**src/rtl/lms_gpio_pkg.sv**
```systemverilog
// Shared constants for the LMS GPIO controller: register word addresses,
// edge-type encodings and a counter-width helper.
package lms_gpio_pkg;

    localparam logic [2:0] GPIO_ADDR_DATA    = 3'd0;
    localparam logic [2:0] GPIO_ADDR_DIR     = 3'd1;
    localparam logic [2:0] GPIO_ADDR_IRQMASK = 3'd2;
    localparam logic [2:0] GPIO_ADDR_EDGECAP = 3'd3;
    localparam logic [2:0] GPIO_ADDR_OUTSET  = 3'd4;
    localparam logic [2:0] GPIO_ADDR_OUTCLR  = 3'd5;

    localparam int EDGE_RISE = 0;
    localparam int EDGE_FALL = 1;
    localparam int EDGE_ANY  = 2;

    // Bits needed to count 0..value-1; never less than one bit.
    function automatic int clog2(input int value);
        int r;
        r = 1;
        for (int i = 1; i < 31; i++) begin
            if ((1 << i) < value) begin
                r = i + 1;
            end
        end
        return r;
    endfunction

endpackage

```
**src/rtl/lms_gpio_if.sv**
```systemverilog
// Avalon-MM slave bus bundle for the LMS GPIO controller (32-bit data, 3-bit word address).
interface lms_gpio_if;

    logic [2:0]  address;
    logic        chipselect;
    logic        write_n;
    logic        read_n;
    logic [31:0] writedata;
    logic [31:0] readdata;

    modport master (
        output address,
        output chipselect,
        output write_n,
        output read_n,
        output writedata,
        input  readdata
    );

    modport slave (
        input  address,
        input  chipselect,
        input  write_n,
        input  read_n,
        input  writedata,
        output readdata
    );

endinterface

```
**src/rtl/lms_gpio_debounce.sv**
```systemverilog
// Single-bit debouncer: the output follows the input only after it has
// differed for DEBOUNCE_CYC consecutive cycles. Used under LMS_GPIO_DEBOUNCE_EN.
module lms_gpio_debounce
    import lms_gpio_pkg::*;
#(
    parameter int DEBOUNCE_CYC = 16
) (
    input  logic clk,
    input  logic reset,
    input  logic din,
    output logic dout
);

    localparam int              CNT_W    = clog2(DEBOUNCE_CYC);
    localparam logic [CNT_W-1:0] CNT_LAST = CNT_W'(DEBOUNCE_CYC - 1);

    logic [CNT_W-1:0] cnt;

    // Any cycle where input matches output restarts the stability window.
    always_ff @(posedge clk) begin
        if (reset) begin
            cnt  <= '0;
            dout <= 1'b0;
        end else if (din == dout) begin
            cnt <= '0;
        end else if (cnt == CNT_LAST) begin
            cnt  <= '0;
            dout <= din;
        end else begin
            cnt <= cnt + CNT_W'(1);
        end
    end

endmodule

```
**src/rtl/lms_gpio_ctrl.sv**
```systemverilog
// Avalon-MM GPIO controller: per-bit direction, synchronised inputs, edge capture
// with masked level IRQ and atomic set/clear. Optional macro: LMS_GPIO_DEBOUNCE_EN.
module lms_gpio_ctrl
    import lms_gpio_pkg::*;
#(
    parameter int               WIDTH        = 4,
    parameter logic [WIDTH-1:0] RESET_OUT    = WIDTH'('h3),
    parameter logic [WIDTH-1:0] RESET_DIR    = '0,
    parameter int               EDGE_TYPE    = 0,
    parameter int               DEBOUNCE_CYC = 16
) (
    input  logic             clk,
    input  logic             reset,
    lms_gpio_if.slave        bus,
    input  logic [WIDTH-1:0] gpio_in,
    output logic [WIDTH-1:0] gpio_out,
    output logic [WIDTH-1:0] gpio_oe,
    output logic             irq
);

    logic             wr;
    logic             rd;
    logic [WIDTH-1:0] wdata;
    logic             unused_wdata;

    logic [WIDTH-1:0] sync_p0;
    logic [WIDTH-1:0] sync_p1;
    logic [WIDTH-1:0] in_q;
    logic [WIDTH-1:0] in_prev;
    logic [1:0]       warm_cnt;
    logic             warm;

    logic [WIDTH-1:0] edge_det;
    logic [WIDTH-1:0] edge_set;
    logic [WIDTH-1:0] edge_clr;
    logic [WIDTH-1:0] irqmask;
    logic [WIDTH-1:0] edgecap;
    logic [31:0]      rd_word;

    assign wr           = bus.chipselect & ~bus.write_n;
    assign rd           = bus.chipselect & ~bus.read_n;
    assign wdata        = bus.writedata[WIDTH-1:0];
    assign unused_wdata = ^bus.writedata;

    // Stage p0/p1: two-flop synchroniser for the asynchronous pins.
    always_ff @(posedge clk) begin
        if (reset) begin
            sync_p0 <= '0;
            sync_p1 <= '0;
        end else begin
            sync_p0 <= gpio_in;
            sync_p1 <= sync_p0;
        end
    end

`ifdef LMS_GPIO_DEBOUNCE_EN
    for (genvar i = 0; i < WIDTH; i++) begin : g_db
        lms_gpio_debounce #(
            .DEBOUNCE_CYC(DEBOUNCE_CYC)
        ) u_db (
            .clk  (clk),
            .reset(reset),
            .din  (sync_p1[i]),
            .dout (in_q[i])
        );
    end
`else
    assign in_q = sync_p1;
`endif

    // Edge stage: in_prev follows in_q regardless of direction, so flipping
    // DIR never fabricates an edge. Warm-up hides the post-reset sync ramp.
    always_ff @(posedge clk) begin
        if (reset) begin
            in_prev  <= '0;
            warm_cnt <= 2'd0;
        end else begin
            in_prev <= in_q;
            if (warm_cnt != 2'd3) begin
                warm_cnt <= warm_cnt + 2'd1;
            end
        end
    end

    assign warm = (warm_cnt == 2'd3);

    always_comb begin
        edge_det = in_q & ~in_prev;
        case (EDGE_TYPE)
            EDGE_FALL: edge_det = ~in_q & in_prev;
            EDGE_ANY:  edge_det = in_q ^ in_prev;
            default:   ;
        endcase
    end

    assign edge_set = warm ? (edge_det & ~gpio_oe) : '0;
    assign edge_clr = (wr && bus.address == GPIO_ADDR_EDGECAP) ? wdata : '0;

    // Register file; a new edge outranks a same-cycle write-1-to-clear.
    always_ff @(posedge clk) begin
        if (reset) begin
            gpio_out <= RESET_OUT;
            gpio_oe  <= RESET_DIR;
            irqmask  <= '0;
            edgecap  <= '0;
        end else begin
            edgecap <= (edgecap & ~edge_clr) | edge_set;
            if (wr) begin
                case (bus.address)
                    GPIO_ADDR_DATA:    gpio_out <= wdata;
                    GPIO_ADDR_DIR:     gpio_oe  <= wdata;
                    GPIO_ADDR_IRQMASK: irqmask  <= wdata;
                    GPIO_ADDR_OUTSET:  gpio_out <= gpio_out | wdata;
                    GPIO_ADDR_OUTCLR:  gpio_out <= gpio_out & ~wdata;
                    default:           ;
                endcase
            end
        end
    end

    always_comb begin
        rd_word = '0;
        case (bus.address)
            GPIO_ADDR_DATA:    rd_word[WIDTH-1:0] = (gpio_oe & gpio_out) | (~gpio_oe & in_q);
            GPIO_ADDR_DIR:     rd_word[WIDTH-1:0] = gpio_oe;
            GPIO_ADDR_IRQMASK: rd_word[WIDTH-1:0] = irqmask;
            GPIO_ADDR_EDGECAP: rd_word[WIDTH-1:0] = edgecap;
            default:           ;
        endcase
    end

    // Output stage: read data held between strobes; irq one cycle behind EDGECAP.
    always_ff @(posedge clk) begin
        if (reset) begin
            bus.readdata <= '0;
            irq          <= 1'b0;
        end else begin
            if (rd) begin
                bus.readdata <= rd_word;
            end
            irq <= |(edgecap & irqmask);
        end
    end

endmodule

```
**src/flat_wrapper.sv**
```systemverilog
// flat-port wrapper written by rule: the top's interface ports become plain ports
module lms_gpio_ctrl_flat import lms_gpio_pkg::*;
#(
    parameter int               WIDTH        = 4,
    parameter logic [WIDTH-1:0] RESET_OUT    = WIDTH'('h3),
    parameter logic [WIDTH-1:0] RESET_DIR    = '0,
    parameter int               EDGE_TYPE    = 0,
    parameter int               DEBOUNCE_CYC = 16
)
  (clk, reset, gpio_in, gpio_out, gpio_oe, irq, bus_address, bus_chipselect, bus_write_n, bus_read_n, bus_writedata, bus_readdata);
  lms_gpio_if bus_i ();
  input  logic clk;
  input  logic reset;
  input  logic [WIDTH-1:0] gpio_in;
  output logic [WIDTH-1:0] gpio_out;
  output logic [WIDTH-1:0] gpio_oe;
  output logic irq;
  input wire logic [$bits(bus_i.address)-1:0] bus_address;
  input wire logic [$bits(bus_i.chipselect)-1:0] bus_chipselect;
  input wire logic [$bits(bus_i.write_n)-1:0] bus_write_n;
  input wire logic [$bits(bus_i.read_n)-1:0] bus_read_n;
  input wire logic [$bits(bus_i.writedata)-1:0] bus_writedata;
  output wire logic [$bits(bus_i.readdata)-1:0] bus_readdata;
  assign bus_i.address = bus_address;
  assign bus_i.chipselect = bus_chipselect;
  assign bus_i.write_n = bus_write_n;
  assign bus_i.read_n = bus_read_n;
  assign bus_i.writedata = bus_writedata;
  assign bus_readdata = bus_i.readdata;
  lms_gpio_ctrl #(.WIDTH(WIDTH), .RESET_OUT(RESET_OUT), .RESET_DIR(RESET_DIR), .EDGE_TYPE(EDGE_TYPE), .DEBOUNCE_CYC(DEBOUNCE_CYC)) u_core (.clk(clk), .reset(reset), .bus(bus_i), .gpio_in(gpio_in), .gpio_out(gpio_out), .gpio_oe(gpio_oe), .irq(irq));
endmodule
```
**config.mk**
```make
export PLATFORM = sky130hd
export DESIGN_NAME = lms_gpio_ctrl_flat
export DESIGN_NICKNAME = d
export VERILOG_FILES = /design/src/rtl/lms_gpio_pkg.sv /design/src/rtl/lms_gpio_if.sv /design/src/rtl/lms_gpio_debounce.sv /design/src/rtl/lms_gpio_ctrl.sv /design/src/flat_wrapper.sv
export SDC_FILE = /design/constraint.sdc
export NUM_CORES = 1
export LEC_CHECK = 0
export BUFFER_PORTS_ARGS = -buffer_cell sky130_fd_sc_hd__buf_2
export CORE_AREA = 2 2 50 87
export DETAILED_ROUTE_END_ITERATION = 8
export DIE_AREA = 0 0 52 89
export HOLD_SLACK_MARGIN = 0.08
export PLACE_DENSITY_LB_ADDON = 0.25
export SETUP_SLACK_MARGIN = 0.1
export SLEW_MARGIN = 20
export SYNTH_ARGS = -nofsm -noshare
export SYNTH_HDL_FRONTEND = slang
export SYNTH_HIERARCHICAL = 1
export SYNTH_SLANG_ARGS = --single-unit
export TNS_END_PERCENT = 30
```
**constraint.sdc**
```tcl
create_clock -name clk -period 1.9 [get_ports clk]
set_clock_uncertainty 0.15 [all_clocks]
set_input_delay 0.38 -clock clk [delete_from_list [all_inputs] [get_ports clk]]
set_output_delay 0.38 -clock clk [all_outputs]
set_load 0.05 [all_outputs]
```
Word level (Yosys, flattened, before mapping):

Cells that the tools add are included.

* register bits after elaboration: 35
* input port bits: 44
* output and inout port bits: 41
* word-level logic and storage cells: 47

* add/subtract/negate cells: 1
* equality and inequality tests: 7
* muxes and demuxes: 4
* bitwise operators: 18
* reductions and logical operators: 7

Operators by type and width (number)
* $and 4x4->4: 7
* $not 4->4: 4
* $pmux 4 s4: 1
* $or 4x4->4: 3
* $pmux 4 s3: 1
* $mux 4: 2
* $eq 3x2->1 const B: 2
* $eq 3x3->1 const B: 2
* $reduce_and 2->1: 3
* $reduce_or 4->1: 1
* $eq 3x1->1 const B: 1
* $logic_not 3->1: 1
* $reduce_bool 3->1: 1
* $add 2x1->2 const B: 1
* $and 1x1->1: 2
* $eq 2x2->1 const B: 1
* $ne 2x2->1 const B: 1
* $not 1->1: 2
* $logic_and 1x1->1: 1

Depth between registers and ports, before layout:

Gate-level depths: netlist of the first run.

* word-level depth: 7
* mapped depth: 5
* gate-level depth less buffers: 3

Least setup slack after synthesis of the first run:

OpenSTA, ideal clock, no wires.

* kind: input to register
* start: input bus_address[1]
* end: register u_core.gpio_out[3]
* library setup time: 0.132 ns
* data arrival time: 1.216 ns
* required time: 1.618 ns
* setup slack: 0.402 ns
* stages: 4
* path buffers: 1
* cell sequence: buf_2 > or3b_1 > o31ai_1 > a21oi_1

* word-level cells in the longest chain between the ends: 3

RTL lines
* start, declared: line flat_wrapper.sv:18 `input wire logic [$bits(bus_i.address)-1:0] bus_address;`
* $eq 3x3->1 or $logic_not 3->1 (tied branches): line lms_gpio_ctrl.sv:109 `case (bus.address)`
* $reduce_bool 3->1 (no source line)
* $reduce_and 2->1 (no source line)
* end signal, assigned: line lms_gpio_ctrl.sv:110 `GPIO_ADDR_DATA: gpio_out <= wdata;`
* end signal, assigned: line lms_gpio_ctrl.sv:113 `GPIO_ADDR_OUTSET: gpio_out <= gpio_out | wdata;`
* end signal, assigned: line lms_gpio_ctrl.sv:114 `GPIO_ADDR_OUTCLR: gpio_out <= gpio_out & ~wdata;`
* end, declared: line lms_gpio_ctrl.sv:16 `output logic [WIDTH-1:0] gpio_out,`

Several ways; a longest one is shown, not always the timed one.
A chain may end at the register's enable or synchronous reset.

Final worst setup path of the first run:

* start: register u_core.gpio_out[1]
* end: output gpio_out[1]

RTL lines
* end, declared: line flat_wrapper.sv:15 `output logic [WIDTH-1:0] gpio_out;`

No word-level cell between the ends.

==> results.txt, run 1 <==
- Die area: 4630 µm²
- Slowest CP cell: dfxtp_1
- The tree built by TritonCTS fans out to 35 sinks.
- The floorplan step set the die height to 89 µm.
- EDFF count, synth: 0
* Number of register bits inferred by synthesis: 35
- Min Tclk post-route: 1.51 ns
- Largest net degree at the start of global routing: 22
- The area growth from synthesis to layout is 11.1%.
- Main area contributors after synthesis: dfxtp_1, buf_4, nor2b_1
- Number of violations of the max-capacitance limit: 0
- Post-synth ARST share: 0%
* Setup repair after global routing missed its margin: false
- The number of setup buffers added after CTS is 0.
* Final worst-path setup slack: 0.391 ns
- STA classifies the critical path startpoint as a flop.
- Final weighted congestion in routability-driven placement: 0.805
- The hold violation total from the final report came to 0.
* Number of DRC violations after detailed-routing iteration 0: 47
- Total grt overflow: 0
- For the worst-skew pair, the clock arrives at the later sink with an insertion delay of 0.28 ns.
- The cell sitting at the root of the clock tree is a clkbuf_8.
* Antenna viol nets, final: 0
* Outcome: complete, no violations
- In this run, post-CTS repair resized a total of 0 instances.
- IR analysis of the VDD net gives a maximum drop of 0.000740 V.
* Via count: 1305
* Crit Path Max Fanout: 3
* CTS Buffer Depth: 2
- Achievable clock frequency: 663 MHz
- Placed wire-length estimate: 2.60 mm
* Clock-pin slew of the registers on the worst-case setup and hold paths: 0.07 ns
* Leak: 0.000770 µW
* Area of the mapped netlist: 1710 µm²
- At the pin with the least slew margin, the transition time is 0.532 ns.
- The max-slew violation count came to 0.
- CP top delay family: flip-flops
- I/O pin cnt: 85
* Worst setup path category: flop to output port
- Post-detailed-route DRC marker count: 0
- Buffers placed on the I/O ports in this run total 28.
- Data on the critical path is required at its endpoint by 1.37 ns.
- Via count of the first global-routing pass: 1188
- Cells along the critical path: buf_2
- Yosys printed 6 warnings.
- Unique masters post-synth: 33
* Cell type contributing the most total cell area after synthesis: dfxtp_1
- In this run the worst hold path is classified as input port to flop.
* Final worst path period share: 79.4%
- In the global route stage, overall resource usage came out at 16.6%.
* Main flop type after synthesis: dfxtp_1
- Final Instance Count excl. Fillers: 258
- Headroom to the max-slew limit came out at 64.4%.
* Crit path largest cell delay: 0.40 ns
- After routing, the total negative slack on setup checks comes to 0 ns.
* Starting utilization of the core area: 44.3%
- Pre-CTS WS: 0.211 ns
- Post-detailed-routing wire length: 3.58 mm
- Number of vias per cell after detailed routing: 5.06
* Synthesized area per cell: 9.47 µm²
- In the final routed layout, each cell accounts on average for 13.9 µm.
* Number of levels the H-tree was split into: 2
- Sequential area share after synthesis: 40.9%
- Cell Count Post-Placement: 250
* Buf+Inv Stages, Crit Path: 1
* Mapped Cells: 181
* Element type at the critical path end: output port
* Power density normalized to cell area: 913 nW/µm²
- Arrival time at the worst endpoint: 0.98 ns
* Chip Width: 52 µm
- Number of setup violations in the final report: 0
- Buffers inserted during clock tree synthesis total 5.
* Hold-fix buffers at CTS: 0
- After floorplanning, the core was divided into 30 placement rows.
- Placeable core area: 3870 µm²
* Final antenna diode count: 0
- Antenna violations before repair: 0
* Layout net count: 254
- Wire length of the first global-routing pass: 5.46 mm
- Ratio of cells with drive above 1 in the final layout: 22.9%
- TritonCTS clock tree: built
- In this run the biggest area consumer among cell types represents 40.9% of the synthesized area.
- First-pass detailed-route iteration total: 4
==> synthesized netlist by cell type, types with 2 or more instances <==
master	number
a221o_1	2
o211ai_1	2
buf_2	3
nor3b_1	8
nand2b_1	4
nand2_1	6
or4bb_1	4
nor4b_2	2
a21oi_1	15
o31ai_1	2
mux2_2	4
clkbuf_1	4
nand3_1	4
nor2_1	2
o21ai_0	12
nor2b_1	14
buf_4	29
nor4b_1	4
a31o_1	4
dfxtp_1	35
a22oi_1	6
o21a_1	4
==> path summary, 6_finish.rpt <==
check	startpoint	to	slack, ns	depth (start not counted)
worst max-delay path	u_core/gpio_out[1]$_SDFFE_PP1P_	gpio_out[1]	0.39	1
worst min-delay path	gpio_in[2]	u_core/sync_p0[2]$_SDFF_PP0_	0.15	2
worst max register to register	u_core/warm_cnt[0]$_SDFFE_PP0N_	u_core/edgecap[2]$_SDFF_PP0_	0.48	3
worst min register to register	u_core/sync_p0[3]$_SDFF_PP0_	u_core/in_q[3]$_SDFF_PP0_	0.29	1
==> final cells by class <==
| type | instances | area [µm²] |
|---|---|---|
| timing repair buffer | 31 | 163 |
| multi-input combinational | 135 | 860 |
| fill | 399 | 1960 |
| sequential | 35 | 701 |
| tap | 48 | 60.1 |
| clock inverter | 2 | 35.0 |
| clock buffer | 6 | 82.6 |
| inverter | 1 | 3.75 |
==> kinds of logic after synthesis <==
kind of cell	count (synthesis)	synth area share, %
AOI/OAI and AO/OA	47	17.2
xor gates and xnor gates	1	0.511
adders and majority gates	1	0.730
buffers and inverters	38	14.9
DFF	35	40.9
muxes	5	3.21
other	1	0.219
and+or+nand+nor	53	22.3
==> where the power goes <==
part / total [µW] / switching [µW] / internal (µW)
combinational: 272 / 211 / 61.0
sequential: 775 / 14.5 / 760
clock: 691 / 267 / 424
==> placed cells by master (no fill, tap or decap), drive strengths merged, types with 4 or more instances in the layout <==
| cell type | Yosys | layout |
|---|---|---|
| nand2 | 6 | 6 |
| or4bb | 4 | 4 |
| a21oi | 15 | 15 |
| nor2b | 14 | 14 |
| clkbuf | 4 | 6 |
| nand3 | 4 | 4 |
| conb | 1 | 28 |
| nor4b | 6 | 6 |
| o21a | 4 | 4 |
| nor3b | 8 | 8 |
| dfxtp | 35 | 35 |
| a22oi | 6 | 6 |
| nand2b | 4 | 4 |
| o21ai | 12 | 12 |
| buf | 33 | 31 |
| a31o | 4 | 4 |
| mux2 | 4 | 4 |
==> registers in the layout (all words and copies together), names as in the netlist, 2 cells and up <==
signal and flops:
u_core/bus.readdata 4, u_core/edgecap 4, u_core/gpio_oe 4, u_core/gpio_out 4
u_core/in_prev 4, u_core/in_q 4, u_core/irqmask 4, u_core/sync_p0 4
u_core/warm_cnt 2
==> stage by stage <==
| step | hold WS, ns | cell area (µm²) | total power (µW) | utilization (%) |
|---|---|---|---|---|
| CTS | 0.140 | 1900 | 1760 | 49.3 |
| global placement | 0.266 | 1790 | 1060 | 46.2 |
| global route | 0.150 | 1900 | 1810 | 49.3 |
| floorplan | 0.264 | 1820 | 1060 | - |
| detailed placement | 0.274 | 1790 | 1060 | 46.2 |
| finish | 0.150 | 1900 | 1740 | 49.3 |
==> layer usage <==
layer	vias up	track usage, %	part of all wire, %	wire (µm)
met3	4	5.18	7.1	253
met2	48	30.1	53	1880
met1	606	16.4	39	1380
li1	647	-	-	-
met5	-	0	0	0
met4	0	8.61	1.8	63
(Power assumes the default switching activity.)
==> run 2: changes to the inputs <==
- ABC_AREA: default -> 1
- CORE_AREA: 2 2 50 87 -> 2 2 53 92
- DIE_AREA: 0 0 52 89 -> 0 0 55 94
- clock period: 1.9 -> 1.29 ns (I/O delays scaled with it)
==> run 2 against run 1 <==
Against the previous run: cell count increased by 31%; wire length increased by 6.7%; sequential power increased by 47%; largest cell class unchanged.
==> results.txt, run 2 <==
- Top cell types by occurrence after synthesis: nand2_1, dfxtp_1, buf_4, inv_1
* Starting utilization of the core area: 40.2%
- Area of the multi-input gates: 815 µm²
* Commonest non-fill, non-tap cells in the layout: nand2_1, conb_1, dfxtp_1, inv_1
* Number of vias per cell after detailed routing: 4.49
- After synthesis, the largest family of logic cells by area is simple AND/OR/NAND/NOR gates.
- Antenna viol nets, final: 0
- CTS sink count: 35
- Chip Width: 55 µm
- CP required: 0.88 ns
- Leak: 0.00108 µW
* TritonCTS clock tree: built
- The first global-routing pass estimated 6.35 mm of wire.
- The synthesized netlist devotes 12.6% of its cell area to compound gates.
- Crit path largest cell delay: 0.38 ns
* Critical hold path startpoint: bus_writedata[0]
- Yosys printed 6 warnings.
* Achievable clock frequency: 821 MHz
* EDFF count, synth: 0
- The region available for standard cell placement spans 4400 µm².
- Along the worst path, the maximum fanout reaches 5.
- The first routing iteration left 18 violations.
- After Yosys synthesis, full adders, half adders and majority gates account for 0.707% of the synthesized area.
- The HPWL after detailed placement is 2.74 mm.
- The synthesized netlist devotes 26.1% of its cell area to simple gates.
- Layout net count: 330
- The floorplan has 32 rows.
* I/O pin cnt: 85
* Port-buffer cells: 28
- Chip Height: 94 µm
- Filler Cell Count: 448
* Clock-pin slew of the registers on the worst-case setup and hold paths: 0.07 ns
- Element type at the critical path end: output port
- Post-detailed-route DRC marker count: 0
- Entering global routing, the biggest net connects 24 pins.
- Yosys instantiated no cell more often than nand2_1.
* Number of levels the H-tree was split into: 2
- Final weighted congestion in routability-driven placement: 0.749
- For this design the ratio of total power to cell area is 1060 nW/µm².
* CP top delay family: flip-flops
- Area used by sequential logic in the layout: 724 µm²
- The max-slew violation count came to 0.
- Summed over all layers, the routed wires come to 3.81 mm.
* Min Tclk post-route: 1.22 ns
- Share of Yosys cell area claimed by the top area cell type: 39.6%
* Number of setup violations in the final report: 0
- The number of cells on the worst reg-to-reg path is 7.
* Worst setup path category: flop to output port
- After detailed routing, the average wire length per cell comes to 11.3 µm.
- Clock network latency to the later pin of the worst-skew pair: 0.28 ns
* Setup Total Neg Slack: 0 ns
- Global routing finished with a remaining overflow of 0.
- Setup repair after global routing could not meet its margin everywhere.
- Across the VDD grid, the largest voltage drop is 0.000769 V.
- The number of antenna diodes in the final layout is 0.
* Class of the tightest hold or removal check: input port to flop
* R2R Path Start: u_core/gpio_oe[2]$_SDFFE_PP0P_
* CP Launch Type: flop
- Post-synth ARST share: 0%
- Sequential cells were found to cover 39.6% of the synthesized design area.
* Die area: 5170 µm²
- Final core utilization: 51.1%
- Leaving out fill and tap cells, the most frequent cell in the layout is nand2_1.
- Number of clock buffers inserted by TritonCTS: 5
- The signal on the critical path passes through buf_8.
* Buf+Inv Stages, Crit Path: 1
- Summing internal, switching and leakage power gives 2380 µW.
- A synthesized cell averages 7.57 µm².
* Via count of the first global-routing pass: 1445
- Global-route total usage across every layer: 17.2%
* Outcome: complete, no violations
* Arrival time at the worst endpoint: 0.81 ns
* Worst r2r dst: u_core/bus.readdata[2]$_SDFFE_PP0P_
- CTS Buffer Depth: 2
- The most used flip-flop cell after synthesis is dfxtp_1.
* Root Driver: clkbuf_8
- Main area contributors after synthesis: dfxtp_1, buf_4, nand2_1
- Synthesis instantiated 27 different standard cells from the library.
- dfxtp_1 takes more of the synthesized area than any other cell.
- Sink of the worst hold path: u_core/gpio_out[0]$_SDFFE_PP1P_
* Final worst path period share: 94.4%
- Number of violations of the max-capacitance limit: 0
- Reg2Reg Setup Slack: 0.12 ns
* Slowest CP cell: dfxtp_4
* First-pass detailed-route iteration total: 4
* Xor and xnor area share after synthesis: 0%
* Number of register bits inferred by synthesis: 35
- Hold path cells: 3
- Summing every instance area after synthesis gives 1770 µm².
- Layout area overhead: 27.1%
* Ratio of cells with drive above 1 in the final layout: 28.3%
- On the final layout, the worst hold slack is 0.106 ns.
* Antenna violations before repair: 0
* Multiplexer fraction of the synthesized cell area: 0%
- The hold violation total from the final report was 0.
- Summing over every cut layer, the via total after detailed routing is 1513.
- Mapped Cells: 234
## run 2: changes by cell type in the layout (fill, tap and decap cells not counted), moves of 11 or more
cell     delta
buf_4      +13
nand4_1    +12
buf_2      -13
nor2b_1    -14
nand2_1    +38
inv_1      +22
nor2_1     +17
dfxtp_1    -11
## run 2: metal layers
| metal | vias up | global-route usage (%) | part of all wire (%) |
|---|---|---|---|
| li1 | 795 | - | - |
| met1 | 653 | 17.3 | 38 |
| met2 | 61 | 29.5 | 55 |
| met3 | 4 | 4.94 | 5.8 |
| met4 | 0 | 10.2 | 1.7 |
| met5 | - | 0 | 0 |
## run 2: worst reg2reg max path, delay by kind of cell, from the launching register on
| family | cells | cell delay (ns) |
|---|---|---|
| flops | 1 | 0.36 |
| simple gates | 4 | 0.22 |
| compound gates | 2 | 0.19 |
| buf+inv | 1 | 0.14 |
## run 2: worst max-delay path by stage
stage	start	end	slack (ns)	cells after the start
after floorplan	u_core/gpio_oe[2]$_SDFFE_PP0P_	u_core/bus.readdata[2]$_SDFFE_PP0P_	0.08	7
after global routing	u_core/gpio_out[2]$_SDFFE_PP0P_	gpio_out[2]	0.04	1
after global placement	bus_address[1]	u_core/gpio_out[2]$_SDFFE_PP0P_	-0.04	7
final	u_core/gpio_oe[3]$_SDFFE_PP0P_	gpio_oe[3]	0.07	1
after CTS	u_core/gpio_oe[3]$_SDFFE_PP0P_	gpio_oe[3]	0.05	1
after detailed placement	bus_address[1]	u_core/gpio_out[2]$_SDFFE_PP0P_	-0.05	7
## run 2: cell type report
class                      instances  share of cell area (%)
inverter                          28                    4.67
clock inverter                     1                   0.222
clock buffer                       7                    3.39
sequential                        35                    32.2
multi-input combinational        163                    36.2
timing repair buffer              52                    20.5
tap                               51                    2.83
## run 2: power by group
group / internal [µW] / switching (µW) / total [µW]
Sequential: 1110 / 24.2 / 1140
Combinational: 128 / 352 / 480
Clock: 379 / 379 / 758
## run 2: kinds of logic (layout without fill, tap and decap cells)
family / Yosys count / count (layout)
AND/OR/NAND/NOR: 93 / 93
buffers and inverters: 63 / 88
AO/OA/AOI/OAI: 41 / 41
flip-flops: 35 / 35
adder cells (fa/ha/maj): 1 / 1
other: 1 / 28
## run 2: repair_timing
item,CTS,global route
pin swaps,0,4
gates resized for setup,26,18
buffers inserted,3,0
endpoints found under the setup margin,14,20
hold buffers,7,0
endpoints found under the hold margin,7,0
## run 2: through the flow
stage                     area [µm²]  cells  setup slack, ns
final                           2250    337           0.0726
after global routing            2250    337           0.0402
after CTS                       2200    337           0.0520
after detailed placement        1940    319          -0.0544
after global placement          1940    319          -0.0440
after floorplan                 1890    261           0.0752
